--- src/rtl/spi_master.sv ---
// SPI mode-0 master (CPOL=0, CPHA=0): one MSB-first, full-duplex byte per
// accepted start request, with SS framing each byte individually and a
// guaranteed SS-high gap before the next byte can begin.
module spi_master #(
    parameter int CLK_DIV   = 2,
    parameter int BYTE_SIZE = 8
) (
    input  logic                 CLK,
    input  logic                 RESET,
    input  logic                 start,
    input  logic [BYTE_SIZE-1:0] data_to_send,
    input  logic                 MISO,
    output logic                 SCLK,
    output logic                 MOSI,
    output logic                 SS,
    output logic [BYTE_SIZE-1:0] received_data,
    output logic                 data_valid,
    output logic                 busy
);

    localparam int CNT_W = (CLK_DIV > 1) ? $clog2(CLK_DIV) : 1;
    localparam int BIT_W = $clog2(BYTE_SIZE + 1);
    localparam logic [CNT_W-1:0] CNT_LAST = CNT_W'(CLK_DIV - 1);
    localparam logic [BIT_W-1:0] BIT_LAST = BIT_W'(BYTE_SIZE);

    typedef enum logic [2:0] {
        IDLE,
        SETUP,
        TRANSFER,
        HOLD,
        GAP
    } state_t;

    state_t                 state;
    state_t                 state_nxt;

    logic [CNT_W-1:0]       div_cnt;
    logic [CNT_W-1:0]       div_cnt_nxt;
    logic [BIT_W-1:0]       bit_cnt;
    logic [BIT_W-1:0]       bit_cnt_nxt;
    logic [BYTE_SIZE-1:0]   tx_shift;
    logic [BYTE_SIZE-1:0]   tx_shift_nxt;
    logic [BYTE_SIZE-1:0]   rx_shift;
    logic [BYTE_SIZE-1:0]   rx_shift_nxt;

    logic                   sclk_nxt;
    logic                   mosi_nxt;
    logic                   ss_nxt;
    logic [BYTE_SIZE-1:0]   received_data_nxt;
    logic                   data_valid_nxt;
    logic                   busy_nxt;

    // A tick marks the last system-clock cycle of an SCLK half-period.
    logic                   tick;
    assign tick = (div_cnt == CNT_LAST);

    // State register; reset drops any transfer in flight immediately.
    always_ff @(posedge CLK or posedge RESET) begin
        if (RESET) begin
            state <= IDLE;
        end else begin
            state <= state_nxt;
        end
    end

    // Next-state and next-output logic; every SPI pin is registered so the
    // link sees glitch-free edges aligned to the system clock.
    always_comb begin
        state_nxt         = state;
        div_cnt_nxt       = div_cnt;
        bit_cnt_nxt       = bit_cnt;
        tx_shift_nxt      = tx_shift;
        rx_shift_nxt      = rx_shift;
        sclk_nxt          = SCLK;
        mosi_nxt          = MOSI;
        ss_nxt            = SS;
        received_data_nxt = received_data;
        data_valid_nxt    = 1'b0;
        busy_nxt          = busy;

        // The half-period counter only runs while a byte is in progress,
        // so the first tick lands exactly CLK_DIV cycles after acceptance.
        if (state != IDLE) begin
            div_cnt_nxt = tick ? '0 : div_cnt + 1'b1;
        end

        case (state)
            IDLE: begin
                div_cnt_nxt = '0;
                if (start) begin
                    tx_shift_nxt = data_to_send;
                    ss_nxt       = 1'b0;
                    mosi_nxt     = data_to_send[BYTE_SIZE-1];
                    busy_nxt     = 1'b1;
                    bit_cnt_nxt  = '0;
                    state_nxt    = SETUP;
                end
            end

            SETUP: begin
                // MSB has been on MOSI for one half-period; raise SCLK and
                // capture the slave's first bit on the same edge.
                if (tick) begin
                    sclk_nxt     = 1'b1;
                    rx_shift_nxt = {rx_shift[BYTE_SIZE-2:0], MISO};
                    state_nxt    = TRANSFER;
                end
            end

            TRANSFER: begin
                if (tick) begin
                    if (!SCLK) begin
                        sclk_nxt     = 1'b1;
                        rx_shift_nxt = {rx_shift[BYTE_SIZE-2:0], MISO};
                    end else begin
                        sclk_nxt    = 1'b0;
                        bit_cnt_nxt = bit_cnt + 1'b1;
                        if (bit_cnt_nxt < BIT_LAST) begin
                            // Rotate so the next bit to send sits at the MSB.
                            tx_shift_nxt = {tx_shift[BYTE_SIZE-2:0],
                                            tx_shift[BYTE_SIZE-1]};
                            mosi_nxt     = tx_shift[BYTE_SIZE-2];
                        end else begin
                            // Last falling edge: MOSI keeps the final bit.
                            state_nxt = HOLD;
                        end
                    end
                end
            end

            HOLD: begin
                if (tick) begin
                    ss_nxt            = 1'b1;
                    received_data_nxt = rx_shift;
                    data_valid_nxt    = 1'b1;
                    state_nxt         = GAP;
                end
            end

            GAP: begin
                // SS stays high here for a full half-period so consecutive
                // bytes are always separated on the wire.
                if (tick) begin
                    busy_nxt  = 1'b0;
                    state_nxt = IDLE;
                end
            end

            default: begin
                state_nxt = IDLE;
            end
        endcase
    end

    // Counters, shift registers and registered SPI/host outputs.
    always_ff @(posedge CLK or posedge RESET) begin
        if (RESET) begin
            div_cnt       <= '0;
            bit_cnt       <= '0;
            tx_shift      <= '0;
            rx_shift      <= '0;
            SCLK          <= 1'b0;
            MOSI          <= 1'b0;
            SS            <= 1'b1;
            received_data <= '0;
            data_valid    <= 1'b0;
            busy          <= 1'b0;
        end else begin
            div_cnt       <= div_cnt_nxt;
            bit_cnt       <= bit_cnt_nxt;
            tx_shift      <= tx_shift_nxt;
            rx_shift      <= rx_shift_nxt;
            SCLK          <= sclk_nxt;
            MOSI          <= mosi_nxt;
            SS            <= ss_nxt;
            received_data <= received_data_nxt;
            data_valid    <= data_valid_nxt;
            busy          <= busy_nxt;
        end
    end

endmodule

--- config.mk ---
export PLATFORM = sky130hd
export DESIGN_NAME = spi_master
export DESIGN_NICKNAME = d
export VERILOG_FILES = /design/src/rtl/spi_master.sv
export SDC_FILE = /design/constraint.sdc
export NUM_CORES = 1
export LEC_CHECK = 0
export ABC_AREA = 1
export CAP_MARGIN = 5
export CORE_MARGIN = 3
export CORE_UTILIZATION = 35
export CTS_CLUSTER_DIAMETER = 30
export DETAILED_ROUTE_END_ITERATION = 6
export PLACE_DENSITY = 0.65
export RECOVER_POWER = 50
export SLEW_MARGIN = 20
export SYNTH_ARGS = -nofsm -noshare
export SYNTH_HDL_FRONTEND = slang
export SYNTH_SLANG_ARGS = --single-unit
--- constraint.sdc ---
create_clock -name CLK -period 2.8 [get_ports CLK]
set_input_delay 0.56 -clock CLK [delete_from_list [all_inputs] [get_ports CLK]]
set_output_delay 0.56 -clock CLK [all_outputs]
set_load 0.005 [all_outputs]
==> results of run 1 <==
-- cell type report --
cell class,count,share of cell area (%)
multi-input cells,134,33.5
inverters,20,3.60
well taps,65,3.90
flip-flops and latches,36,43.3
clock buffers,7,3.66
clock inverters,1,0.240
repair buffers,25,11.9
-- cells by family after synthesis --
group | after synthesis
adders and majority gates | 1
and+or+nand+nor | 109
AOI/OAI and AO/OA | 23
xor gates and xnor gates | 1
DFF | 36
buffers and inverters | 25
-- sequential cells by signal (all words and copies together), names as in the netlist --
signal	cells
MOSI	1
SCLK	1
SS	1
bit_cnt	4
busy	1
data_valid	1
div_cnt	1
received_data	8
rx_shift	8
state	3
tx_shift	7
-- per-layer routing --
metal	wire length (um)	GRT usage [%]	vias up	share of wire, %
met2	1450	17.2	27	45
met1	1610	16.2	614	50
met4	19	3.80	0	0.59
met5	0	0	-	0
li1	-	-	675	-
met3	142	3.90	2	4.4
-- through the flow --
stage	total power (uW)	hold WS [ns]	cells	area, um2	utilization, %
after CTS	2320	0.480	288	2100	45.9
after global placement	1940	0.456	280	2020	44.2
after global routing	2490	0.496	288	2090	45.7
final	2270	0.476	288	2090	45.7
after detailed placement	1960	0.461	280	2020	44.2
after floorplan	1690	0.442	195	1730	-
-- power breakdown --
group          switching [uW]  total, uW  internal [uW]
Combinational             624       1040            414
Sequential                152        891            738
Clock                     169        343            174
-- how the worst min path moves through the flow --
stage | from | end | slack, ns
2_1_floorplan | rx_shift[0] | rx_shift[0] | 0.44
3_3_place_gp | tx_shift[0] | tx_shift[0] | 0.46
3_5_place_dp | tx_shift[0] | tx_shift[0] | 0.46
4_1_cts | rx_shift[0] | rx_shift[0] | 0.48
5_1_grt | tx_shift[6] | tx_shift[6] | 0.50
6_report | tx_shift[6] | tx_shift[6] | 0.48
-- worst register-to-register path, delay by kind of cell (launching register included) --
kind	cells	cell delay (ns)
and+or+nand+nor	2	0.66
buffers and inverters	2	0.55
DFF	1	0.46
AOI/OAI and AO/OA	1	0.06
-- cell usage in the layout, fill, tap and decap left out, drive strengths merged --
master	Yosys	layout
xor2	1	1
o22ai	2	2
nor2	6	6
clkinv	0	1
nor3	1	1
ha	1	1
nand3	18	18
o21a	1	1
o21ai	18	18
dfrtp	35	35
nand4	3	3
clkdlybuf4s50	0	22
buf	5	1
nand2	81	81
a21oi	2	2
clkbuf	0	7
dfstp	1	1
dlygate4sd3	0	2
inv	20	20
==> out/metrics.cfg, run 1 <==
[outcome]
status = finished, final reports clean

[hold_path]
hp-class = register to register
holdPathStages = 2

[layout]
antennaDiodeCount = 0
multi_input_area_um2 = 698
drive_gt1_share_pct = 16.6
area_delta_synth_final_pct = 20.4
fillers = 460
regArea_um2 = 902
layout.nets = 235

[yosys]
synth_area_um2 = 1730
syn_nets = 208
synth_edf_count = 0
ys_seq_elements = 36
muxShareOfSynthArea_pct = 0
ys.flop_type = dfrtp_1
synthXorXnorAreaFrac_pct = 0.506
synth_common_cells = nand2_1 (74), dfrtp_1 (35), nand3_1 (18)
synth_top_family_by_area = simple AND/OR/NAND/NOR gates
yosys.area.top_type_share_pct = 50.6
yosysUniqueCellTypes = 23
synth_compound_area_share_pct = 10.6
synth_cells = 195
ys_warn_count = 0
syn_area_per_cell_um2 = 8.88
synth_fa_ha_area_share_pct = 0.723
yosys.cell_count.top_type = nand2_1
synthSimpleGateAreaFrac_pct = 29.1
yosysTopAreaCell = dfrtp_1
yosys-top-cells-area = dfrtp_1 (51%), nand2_1 (16%), o21ai_2 (7.1%)
ys_seq_area_share_pct = 52.1
synthArstFlopShare_pct = 100

[global_route]
grt_max_degree = 37
overflow = 0
grt_pass1_wl_um = 5600
grt_pass1_vias = 1260
antenna_found_initial = 0
grt_usage_pct = 11.7

[timing]
setup_viol = 0
worst_pin_slew_ns = 0.610
drv_slew = 0
finalHoldViolations = 0
fmax_ghz = 0.538
period_share_pct = 66.4
fin_skew_ns = 0.00594
slew_headroom_pct = 59.3
fin_crit_ns = 1.86
worst_slack_ns = 0.940
rsz0062_at_grt = no
setup_tns_ns = 0

[floorplanning]
fp.coreArea_um2 = 4560
initial_core_util_pct = 37.9
die_y_um = 76.3
core.rowCount = 24
die_area_um2 = 5830
die_w_um = 76.3
pin_count = 25

[cts]
clk_transition_reported_paths_ns = 0.07
post_cts_buffers = 0
post_cts_resized = 0
ctsHoldBuffers = 0
h-tree-depth = 2
clk_latency_ns = 0.28
cts.sinks = 36
root_buffer = clkbuf_8
numCtsBuffers = 5
cts_tree = done
clock_path_buffers = 2

[worst_setup_path]
path_cells = clkdlybuf4s50_1
cpPeakStageDelay_ns = 0.53
crit_arrival_ns = 1.30
rr_worst_depth = 5
cp_max_fo = 2
r2r_setup_slack_ns = 0.94
worstReg2RegStart = div_cnt
crit_family = flip-flops
crit_buf_inv = 1
cp_slowest_cell = dfstp_2
crit_start = SS
reg2reg_to = received_data[1]
required_ns = 2.24
path_class = register to output port
endpoint = SS
cp-start-kind = register
endpoint_kind = output port
crit_cells = 1

[pwr]
leakage_uw = 0.00102
vdd_drop_max_mv = 0.456
power.density_nw_per_um2 = 1090

[drt]
antenna_left = 0
routed_wl_um = 3220
wire_per_inst_um = 11.2
drtPass1Iterations = 4
dr_total_vias = 1318
drt_iter0_markers = 90
drt-vias-per-instance = 4.58
drc_errors = 0

[place]
io_buffers = 24
dp_slack_ns = 0.784
hpwlAfterDp_um = 2280
place_congestion = 0.736

[flow_run]
cap_violations = 0

(Power assumes the default switching activity.)
==> inputs of run 2 (changes only) <==
==> constraint.sdc (replaced) <==
create_clock -name CLK -period 1.8 [get_ports CLK]
set_input_delay 0.36 -clock CLK [delete_from_list [all_inputs] [get_ports CLK]]
set_output_delay 0.36 -clock CLK [all_outputs]
set_load 0.005 [all_outputs]
==> run 2 against run 1 <==
Sequential power rose by 56%. Worst hold slack hardly changed. Clock skew decreased by 0.00082 ns. Non-clock buffer count rose by 3. Final area grew 1.9%. Clock power rose by 68%. Worst setup slack got worse by 0.81 ns. Sequential share of layout area decreased by 0.81 points. Core utilization is 0.88 points higher. Clock-buffer cell count grew 1. Global-route usage rose by 0.50 points. Critical path type unchanged.
==> out/metrics.cfg, run 2 (same netlist as run 1, synthesis figures left out) <==
[cts]
post_cts_resized = 0
clk_latency_ns = 0.29
post_cts_buffers = 0
ctsHoldBuffers = 0
clk_transition_reported_paths_ns = 0.07
cts.sinks = 36
clock_path_buffers = 2
h-tree-depth = 2
cts_tree = done
root_buffer = clkbuf_8
numCtsBuffers = 5

[timing]
fin_crit_ns = 1.67
timing.hold.ws_ns = 0.476
rsz0062_at_grt = no
setup_tns_ns = 0
fin_skew_ns = 0.00512
finalHoldViolations = 0
drv_slew = 0
period_share_pct = 92.8
slew_headroom_pct = 40.7
setup_viol = 0
fmax_ghz = 0.598
worst_pin_slew_ns = 0.890

[worst_setup_path]
path_class = register to output port
path_cells = clkdlybuf4s50_1
cp-start-kind = register
cp_max_fo = 2
crit_family = flip-flops
cp_slowest_cell = dfstp_2
crit_arrival_ns = 1.31
endpoint_kind = output port
required_ns = 1.44
cpPeakStageDelay_ns = 0.54
crit_buf_inv = 1

[pwr]
power_frac_clock_pct = 15.8
vdd_drop_max_mv = 0.690
netSwitchingFraction_pct = 40.8
pwr-share-comb_pct = 46.1
power_frac_seq_pct = 38.1
power.density_nw_per_um2 = 1710
power_switching_uw = 1490
leakage_uw = 0.00104
p_int_uw = 2160

[floorplanning]
fp.coreArea_um2 = 4560
die_w_um = 76.3
core.rowCount = 24
die_area_um2 = 5830
initial_core_util_pct = 37.9
die_y_um = 76.3
pin_count = 25

[place]
io_buffers = 24
hpwlAfterDp_um = 2250
dp.cells = 283
place_congestion = 0.748

[layout]
stdcell_count = 291
top_regs = received_data x8, rx_shift x8, tx_shift x7
layout.nets = 238
layout_commonest_cell = nand2_1
antennaDiodeCount = 0
drive_gt1_share_pct = 18.1
area_delta_synth_final_pct = 22.8
final_cell_mix = nand2_1 (74), dfrtp_1 (35), clkdlybuf4s50_1 (23), nand3_1 (18), inv_1 (17)

[drt]
drtPass1Iterations = 4
drt-vias-per-instance = 4.49
routed_wl_um = 3180
wire_per_inst_um = 10.9
drt_iter0_markers = 74
antenna_left = 0
drc_errors = 0
dr_total_vias = 1306

[global_route]
grt_pass1_vias = 1315
antenna_found_initial = 0
grt_max_degree = 37
grt_pass1_wl_um = 5780
grt_usage_pct = 12.2
overflow = 0

[hold_path]
hp-class = register to register

[flow_run]
cap_violations = 0

[outcome]
status = finished, final reports clean

-- run 2: cell count changes in the layout (fill, tap and decap cells not counted), sizes merged --
cell	change
buf	+2
clkbuf	+2
clkdlybuf4s50	+1
clkinv	-1
dlygate4sd3	-1
-- run 2: per-stage QoR --
| stage | cell area, um2 | setup slack [ns] | utilization (%) | total power (uW) |
|---|---|---|---|---|
| 2_1_floorplan | 1730 | 0.506 | - | 2620 |
| 3_3_place_gp | 2050 | 0.189 | 44.9 | 3080 |
| 3_5_place_dp | 2050 | 0.169 | 44.9 | 3110 |
| 4_1_cts | 2140 | 0.113 | 46.9 | 3700 |
| 5_1_grt | 2130 | 0.0899 | 46.6 | 4000 |
| 6_report | 2130 | 0.129 | 46.6 | 3640 |
-- run 2: cell type report --
cell class / count / area (um2)
Clock buffer: 8 / 90.1
Tap cell: 65 / 81.3
Timing Repair Buffer: 28 / 268
Multi-Input combinational cell: 134 / 709
Fill cell: 459 / 2440
Sequential cell: 36 / 902
Inverter: 20 / 75.1
-- run 2: power groups by stage --
stage          Combinational [uW]  Sequential, uW  Clock [uW]
5_1_grt                      1930            1430         630
2_1_floorplan                1260            1360           0
6_report                     1680            1390         575
3_3_place_gp                 1680            1400           0
3_5_place_dp                 1710            1400           0
4_1_cts                      1710            1390         601
-- run 2: worst register-to-register path, cell delays in order (launching register included) --
cell,delay [ns]
dfrtp_1,0.47
inv_2,0.11
nor3_4,0.26
inv_1,0.33
nand2_1,0.17
o21ai_2,0.06
-- run 2: final timing paths --
path | end | slack (ns) | depth (start not counted) | from
max | SS | 0.13 | 1 | SS
min | received_data[7] | 0.48 | 2 | received_data[7]
max reg2reg | received_data[4] | 0.27 | 5 | div_cnt
min reg2reg | received_data[7] | 0.48 | 2 | received_data[7]
max in group asynchronous | rx_shift[1] | 0.46 | 3 | RESET
min in group asynchronous | received_data[6] | 0.77 | 3 | RESET
-- run 2: per-layer routing --
| layer | track usage (%) | part of all wire, % |
|---|---|---|
| met1 | 16.0 | 48 |
| met3 | 4.26 | 4.8 |
| met2 | 18.1 | 46 |
| met4 | 5.62 | 1.7 |
| met5 | 0 | 0 |
==> inputs of run 3 (changes only) <==
--- a/config.mk
+++ b/config.mk
@@ -13,7 +13,8 @@
 export DETAILED_ROUTE_END_ITERATION = 6
 export PLACE_DENSITY = 0.65
 export RECOVER_POWER = 50
-export SLEW_MARGIN = 20
+export REMOVE_ABC_BUFFERS = 1
+export SLEW_MARGIN = 10
 export SYNTH_ARGS = -nofsm -noshare
 export SYNTH_HDL_FRONTEND = slang
 export SYNTH_SLANG_ARGS = --single-unit
==> run 3 against run 2 <==
Critical path depth stayed put. Wire length is 0.79% higher. Flip-flop and latch count stayed put. Clock skew is 0.0024 ns higher.
==> out/metrics.cfg, run 3 (same netlist as run 1, synthesis figures left out) <==
[outcome]
status = finished, final reports clean

[timing]
period_share_pct = 93.3
setup_tns_ns = 0
finalHoldViolations = 0
fmax_ghz = 0.595
drv_slew = 0
slew_headroom_pct = 43.0
rsz0062_at_grt = no
worst_pin_slew_ns = 0.855
setup_viol = 0
fin_skew_ns = 0.00748
worst_slack_ns = 0.121
fin_crit_ns = 1.68

[global_route]
grt_usage_pct = 12.7
antenna_found_initial = 0
grt_pass1_vias = 1292
grt_pass1_wl_um = 5940
overflow = 0
grt_max_degree = 37

[layout]
drive_gt1_share_pct = 18.6
fillers = 468
layout_commonest_cell = nand2_1
final_cell_mix = nand2_1 (74), dfrtp_1 (35), clkdlybuf4s50_1 (23), nand3_1 (18), inv_1 (17)
area_delta_synth_final_pct = 23.8
layout.nets = 238
stdcell_count = 291
antennaDiodeCount = 0
top_regs = received_data x8, rx_shift x8, tx_shift x7

[place]
dp.cells = 283
place_congestion = 0.755
io_buffers = 24
dp_slack_ns = 0.149
hpwlAfterDp_um = 2320

[worst_setup_path]
crit_buf_inv = 1
required_ns = 1.44
r2r_setup_slack_ns = 0.32
cp_slowest_cell = dfstp_2
cp-start-kind = register
cp_max_fo = 2
crit_family = flip-flops
endpoint_kind = output port
path_cells = clkdlybuf4s50_1
cpPeakStageDelay_ns = 0.54
crit_arrival_ns = 1.32
path_class = register to output port

[drt]
drtPass1Iterations = 4
dr_total_vias = 1300
drc_errors = 0
drt_iter0_markers = 75
wire_per_inst_um = 11.0
drt-vias-per-instance = 4.47
antenna_left = 0
routed_wl_um = 3200

[cts]
post_cts_buffers = 0
clock_path_buffers = 2
h-tree-depth = 2
ctsHoldBuffers = 0
clk_latency_ns = 0.29
cts_tree = done
numCtsBuffers = 5
cts.sinks = 36
post_cts_resized = 0
clk_transition_reported_paths_ns = 0.07
root_buffer = clkbuf_8

[floorplanning]
die_w_um = 76.3
core.rowCount = 24
fp.coreArea_um2 = 4560
die_y_um = 76.3
pin_count = 25
initial_core_util_pct = 37.9
die_area_um2 = 5830

[pwr]
leakage_uw = 0.00105
p_total_uw = 3770
power.density_nw_per_um2 = 1760
vdd_drop_max_mv = 0.641

[hold_path]
hp-class = register to register

[flow_run]
cap_violations = 0

run 3: area by class of cell:
class / instances / area (um2) / share of cell area [%]
repair buffers: 28 / 268 / 12.5
well taps: 65 / 81.3 / 3.79
multi-input cells: 134 / 709 / 33.1
flip-flops and latches: 36 / 902 / 42.1
clock buffers: 6 / 72.6 / 3.39
clock inverters: 2 / 35.0 / 1.63
inverters: 20 / 75.1 / 3.50
run 3: per-layer routing:
layer  track usage (%)  routed length, um  vias to the layer above
met4              6.34                 54                        0
met1              16.3               1600                      594
met3              4.49                150                        7
met2              19.0               1400                       21
li1                  -                  -                      678
met5                 0                  0                        -
run 3: worst paths after layout:
kind | cells past startpoint | end | startpoint
worst max-delay path | 1 | SS | SS
worst min-delay path | 2 | tx_shift[5] | tx_shift[5]
worst max register to register | 6 | bit_cnt[3] | state[0]
worst min register to register | 2 | tx_shift[5] | tx_shift[5]
max in group asynchronous | 3 | state[2] | RESET
min in group asynchronous | 3 | tx_shift[0] | RESET
run 3: power breakdown:
group	internal (uW)	total (uW)	switching (uW)	leakage, uW
logic	694	1690	991	0.000539
clock network	411	692	281	0.0000552
registers	1150	1390	240	0.000460
total	2250	3770	1510	0.00105
run 3: stage by stage:
step           utilization, %  cell area [um2]  hold WS, ns
6_report                 47.0             2140        0.479
3_3_place_gp             44.9             2050        0.460
2_1_floorplan               -             1690        0.442
5_1_grt                  47.0             2140        0.499
3_5_place_dp             44.9             2050        0.461
4_1_cts                  47.3             2160        0.425
run 3: worst min-delay path, delay by kind of cell, from the launching register on:
kind / cells / cell delay, ns
flip-flops: 1 / 0.35
AND/OR/NAND/NOR: 2 / 0.09
==> RTL change 1, RTL diff (settings of run 2) <==
The 5 states of `state_t` get a one-hot encoding in 5 bits.
--- a/src/rtl/spi_master.sv
+++ b/src/rtl/spi_master.sv
@@ -24,10 +24,10 @@
     localparam logic [BIT_W-1:0] BIT_LAST = BIT_W'(BYTE_SIZE);
 
-    typedef enum logic [2:0] {
-        IDLE,
-        SETUP,
-        TRANSFER,
-        HOLD,
-        GAP
+    typedef enum logic [4:0] {
+        IDLE     = 5'b00001,
+        SETUP    = 5'b00010,
+        TRANSFER = 5'b00100,
+        HOLD     = 5'b01000,
+        GAP      = 5'b10000
     } state_t;
 
Formal check against the unedited RTL: same outputs for any inputs over 10 cycles, from zero or initial values and one cycle with RESET high; not proved beyond that.
==> RTL change 1 against run 2 <==
Area after synthesis rose by 6.6%. Clock skew hardly changed. Sequential cell count grew 2. Sequential share of layout area grew 0.11 points. Sequential power is 12% lower. Routed wire length is 7.4% higher. Worst setup slack got worse by 0.0075 ns. Die area is 6.0% higher. Clock power rose by 6.3%. Power decreased by 22%. Utilization is 0.94 points lower. Critical path depth unchanged. Design area is 5.4% higher. Largest cell class unchanged. Highest routed layer unchanged.
==> RTL change 1: results (changes against run 2) <==
Timing
  – Max Clock Freq: 0.596 GHz (-0.45%)
  – Measured slew at the worst slew-check pin: 0.757 ns (-0.133 ns)
  – Smallest hold slack: 0.455 ns (-0.0214 ns)
  – Clock skew: 0.00486 ns (-0.000261 ns)

Global route
  – M1 GR Usage: 0.173 (+0.0131)
  – First-pass GRT wire length: 6070 µm (+5.0%)
  – GRT met3 Usage: 0.0367 (-0.00586)
  – GRT Util Overall: 0.125 (+0.00277)
  – Vias in the first global route: 1,348 (+2.5%)

Drt
  – DR iter-0 viols: 68 (-8.1%)
  – DR vias/cell: 4.56 (+1.6%)
  – Via Count: 1,423 (+9.0%)
  – Routed length on met2: 1430 µm (-1.2%)
  – DR WL met3: 161 µm (+5.2%)

Synthesis
  – Largest cells by area after synthesis: dfrtp_1 (49%), nand2_1 (17%), inv_1 (4.1%), nand3_1 (4.1%), o21ai_2 (3.8%)
  – XOR/XNOR Fraction of Synth Area: 0.00475 (-0.000312)
  – Post-synthesis compound-gate area fraction: 0.0780 (-0.0282)
  – Seq/Total Area, Yosys: 0.517 (-0.00434)
  – Syn Area/Cell: 8.58 µm² (-3.3%)
  – Mapped Nets: 228 (+9.6%)
  – Fraction of synthesized area in multiplexers: 0.00542 (+0.00542)

Placement
  – Placed instance count: 304 (+7.4%)
  – Routability cong.: 0.877 (+17%)
  – Placement-stage cell area: 0.00216 mm² (+5.5%)
  – Pre-CTS setup slack: 0.0939 ns (-0.0753 ns)

Power and ir drop
  – Int Power: 1760 µW (-19%)
  – P_leak: 0.00110 µW (+5.9%)
  – Sw Ratio: 0.379 (-0.0294)
  – Comb pwr share: 0.349 (-0.112)

Critical path
  – RR Endpoint: tx_shift[2]
  – Worst R2R Setup Slack: 0.21 ns (-0.06 ns)
  – Cells on worst reg2reg path: 9 (+4)
  – Reg-to-reg critical path startpoint: state[0]

Worst hold path
  – Hold WC Path Type: input pin to asynchronous set/reset pin

Layout
  – Fillers: 502 (+9.4%)

Run status
  – Outcome: complete, no violations
[RTL change 1: changes by cell type in the layout (fill, tap and decap cells not counted), sizes merged, moves of 2 or more]
cell and delta:
nand2 +6, nor2 +8, o21ai +2, clkbuf -2
a21oi -2, inv +3
[RTL change 1: cells by family (layout without fill, tap and decap cells)]
| family | after synthesis | count (layout) |
|---|---|---|
| muxes | 1 | 1 |
| adders and majority gates | 1 | 1 |
| and+or+nand+nor | 123 | 123 |
| DFF | 38 | 38 |
| buffers and inverters | 29 | 59 |
| AOI/OAI and AO/OA | 22 | 22 |
| xor gates and xnor gates | 1 | 1 |
[RTL change 1: final cells by class]
| type | instances | area, µm² | area share |
|---|---|---|---|
| Multi-Input combinational cell | 148 | 754 | 0.337 |
| Inverter | 23 | 86.3 | 0.0385 |
| Clock buffer | 6 | 82.6 | 0.0369 |
| Tap cell | 67 | 83.8 | 0.0374 |
| Sequential cell | 38 | 953 | 0.425 |
| Timing Repair Buffer | 28 | 268 | 0.119 |
| Clock inverter | 2 | 12.5 | 0.00558 |
==> RTL change 2, RTL diff (config.mk and constraints of run 2) <==
Made on the original files. The parameter `CLK_DIV` goes from 2 to 1.
--- a/src/rtl/spi_master.sv
+++ b/src/rtl/spi_master.sv
@@ -3,5 +3,5 @@
 // guaranteed SS-high gap before the next byte can begin.
 module spi_master #(
-    parameter int CLK_DIV   = 2,
+    parameter int CLK_DIV   = 1,
     parameter int BYTE_SIZE = 8
 ) (
Check against the original RTL: not equivalent (Yosys sat finds a counterexample within 4 cycles, from zero or initial values and one cycle with RESET high).
==> RTL change 2 against run 2 <==
Sequential cell count shrank 1. Largest power group unchanged. Routed wire length shrank 8.3%. Non-clock buffer count shrank 1. Die area shrank 7.7%. Combinational power shrank 14%. Register-to-register slack lost 0.04 ns. Worst hold slack lost 0.0018 ns. Largest cell class unchanged. Via count shrank 10%. Design area shrank 7.8%. Area after synthesis shrank 8.4%. Count of clock-buffer cells in the layout shrank 2. Worst setup slack lost 0.0014 ns. Power shrank 5.2%. Utilization grew 0.41 points.
==> RTL change 2: results (changes against run 2) <==
Run status
  – Outcome: complete, no violations

Placement
  – Final HPWL DP: 2090 µm (-6.7%)
  – Placed instance count: 252 (-11%)
  – Routability cong.: 0.806 (+7.8%)

Critical path
  – Cells on worst reg2reg path: 4 (-1)
  – Reg-to-reg critical path startpoint: state[2]
  – Family with the most delay on the worst path: flip-flops
  – Worst R2R Setup Slack: 0.23 ns (-0.04 ns)
  – Max FO, Critical Path: 2 (unchanged)
  – RR Endpoint: rx_shift[2]

Synthesis
  – Top cells by instance count after synthesis: nand2_1 (70), dfrtp_1 (34), inv_1 (15), nand3_1 (13), o21ai_0 (9)
  – Largest cells by area after synthesis: dfrtp_1 (54%), nand2_1 (17%), o21ai_2 (4.4%), nand3_1 (4.1%), inv_1 (3.5%)
  – Number of flops mapped to enable cells by yosys: 0 (unchanged)
  – Syn Area/Cell: 8.91 µm² (+0.37%)
  – Mapped Nets: 191 (-8.2%)
  – Seq/Total Area, Yosys: 0.553 (+0.0319)
  – Yosys cell types: 27 (+17%)
  – Async set or reset register ratio after synthesis: 1.00 (unchanged)

Global route
  – Vias in the first global route: 1,104 (-16%)
  – Largest net degree at the start of global routing: 25 (-32%)
  – GRT Util Overall: 0.125 (+0.00279)
  – First-pass GRT wire length: 5110 µm (-12%)

Power and ir drop
  – P_leak: 0.000963 µW (-7.6%)
  – Max IR drop VDD: 0.832 mV (+21%)
  – Sw Ratio: 0.380 (-0.0278)

Layout
  – Antenna cells: 0 (unchanged)
  – Share of post-route cells with drive strength above 1: 0.124 (-0.0570)
  – Largest registers: received_data: 8 flops, rx_shift: 8 flops, tx_shift: 7 flops
  – Final net count: 222 (-6.7%)

Clock tree
  – H-tree depth: 2 (unchanged)
  – Clk root buf: clkbuf_8
  – Inserted Clock Buffers: 5 (unchanged)
  – Setup bufs post-CTS: 0 (unchanged)

Timing
  – Worst slew margin: 0.567 (+0.161)
  – Clock skew: 0.00257 ns (-0.00256 ns)

Drt
  – Routed WL: 2920 µm (-8.3%)
  – Wire length per cell: 11.3 µm (+3.1%)
  – DR vias/cell: 4.54 (+1.1%)
  – First-pass detailed-route iteration total: 4 (unchanged)
  – DR iter-0 viols: 64 (-14%)

Worst hold path
  – WHS Path Cells: 2 (unchanged)
  – Hold EP: rx_shift[6]
  – Worst Min Path Start: rx_shift[5]
  – Hold WC Path Type: register to register
## RTL change 2: power by group through the flow
stage / sequential, µW / combinational [µW] / clock [µW]
floorplan: 1320 / 1040 / 0
global placement: 1340 / 1480 / 0
global route: 1360 / 1670 / 727
detailed placement: 1340 / 1500 / 0
finish: 1320 / 1450 / 680
CTS: 1330 / 1510 / 698
## RTL change 2: stage by stage
step | cell area (µm²) | worst slack, ns | hold slack (ns)
floorplan | 1590 | 0.584 | 0.453
CTS | 1990 | 0.117 | 0.369
global placement | 1880 | 0.171 | 0.460
finish | 1960 | 0.127 | 0.474
global route | 1960 | 0.0843 | 0.495
detailed placement | 1880 | 0.161 | 0.460
## RTL change 2: kinds of logic (layout without fill, tap and decap cells)
family          after synthesis  count (layout)  synth area share
fa+ha+maj                     1               1           0.00789
compound gates               22              22             0.102
simple gates                 96              96             0.267
xor+xnor                      1               1           0.00552
buf+inv                      23              54            0.0647
flops                        35              35             0.553
## RTL change 2: cell type report
class,instances,area [µm²]
clock inverter,1,30.0
multi-input combinational,120,587
timing repair buffer,27,256
sequential,35,877
inverter,20,75.1
clock buffer,6,72.6
fill,401,2210
tap,50,62.6
## RTL change 2: worst max path at each step
stage | from | to
after global routing | state[2] | rx_shift[7]
after floorplan | state[0] | MOSI
final | SS | SS
after CTS | SS | SS
after detailed placement | start | tx_shift[0]
after global placement | start | MOSI
## RTL change 2: layer usage
layer | track usage | vias up | wire (µm)
li1 | - | 621 | -
met1 | 0.178 | 529 | 1520
met2 | 0.178 | 20 | 1230
met3 | 0.0410 | 5 | 116
met4 | 0.0423 | 0 | 47
met5 | 0 | - | 0
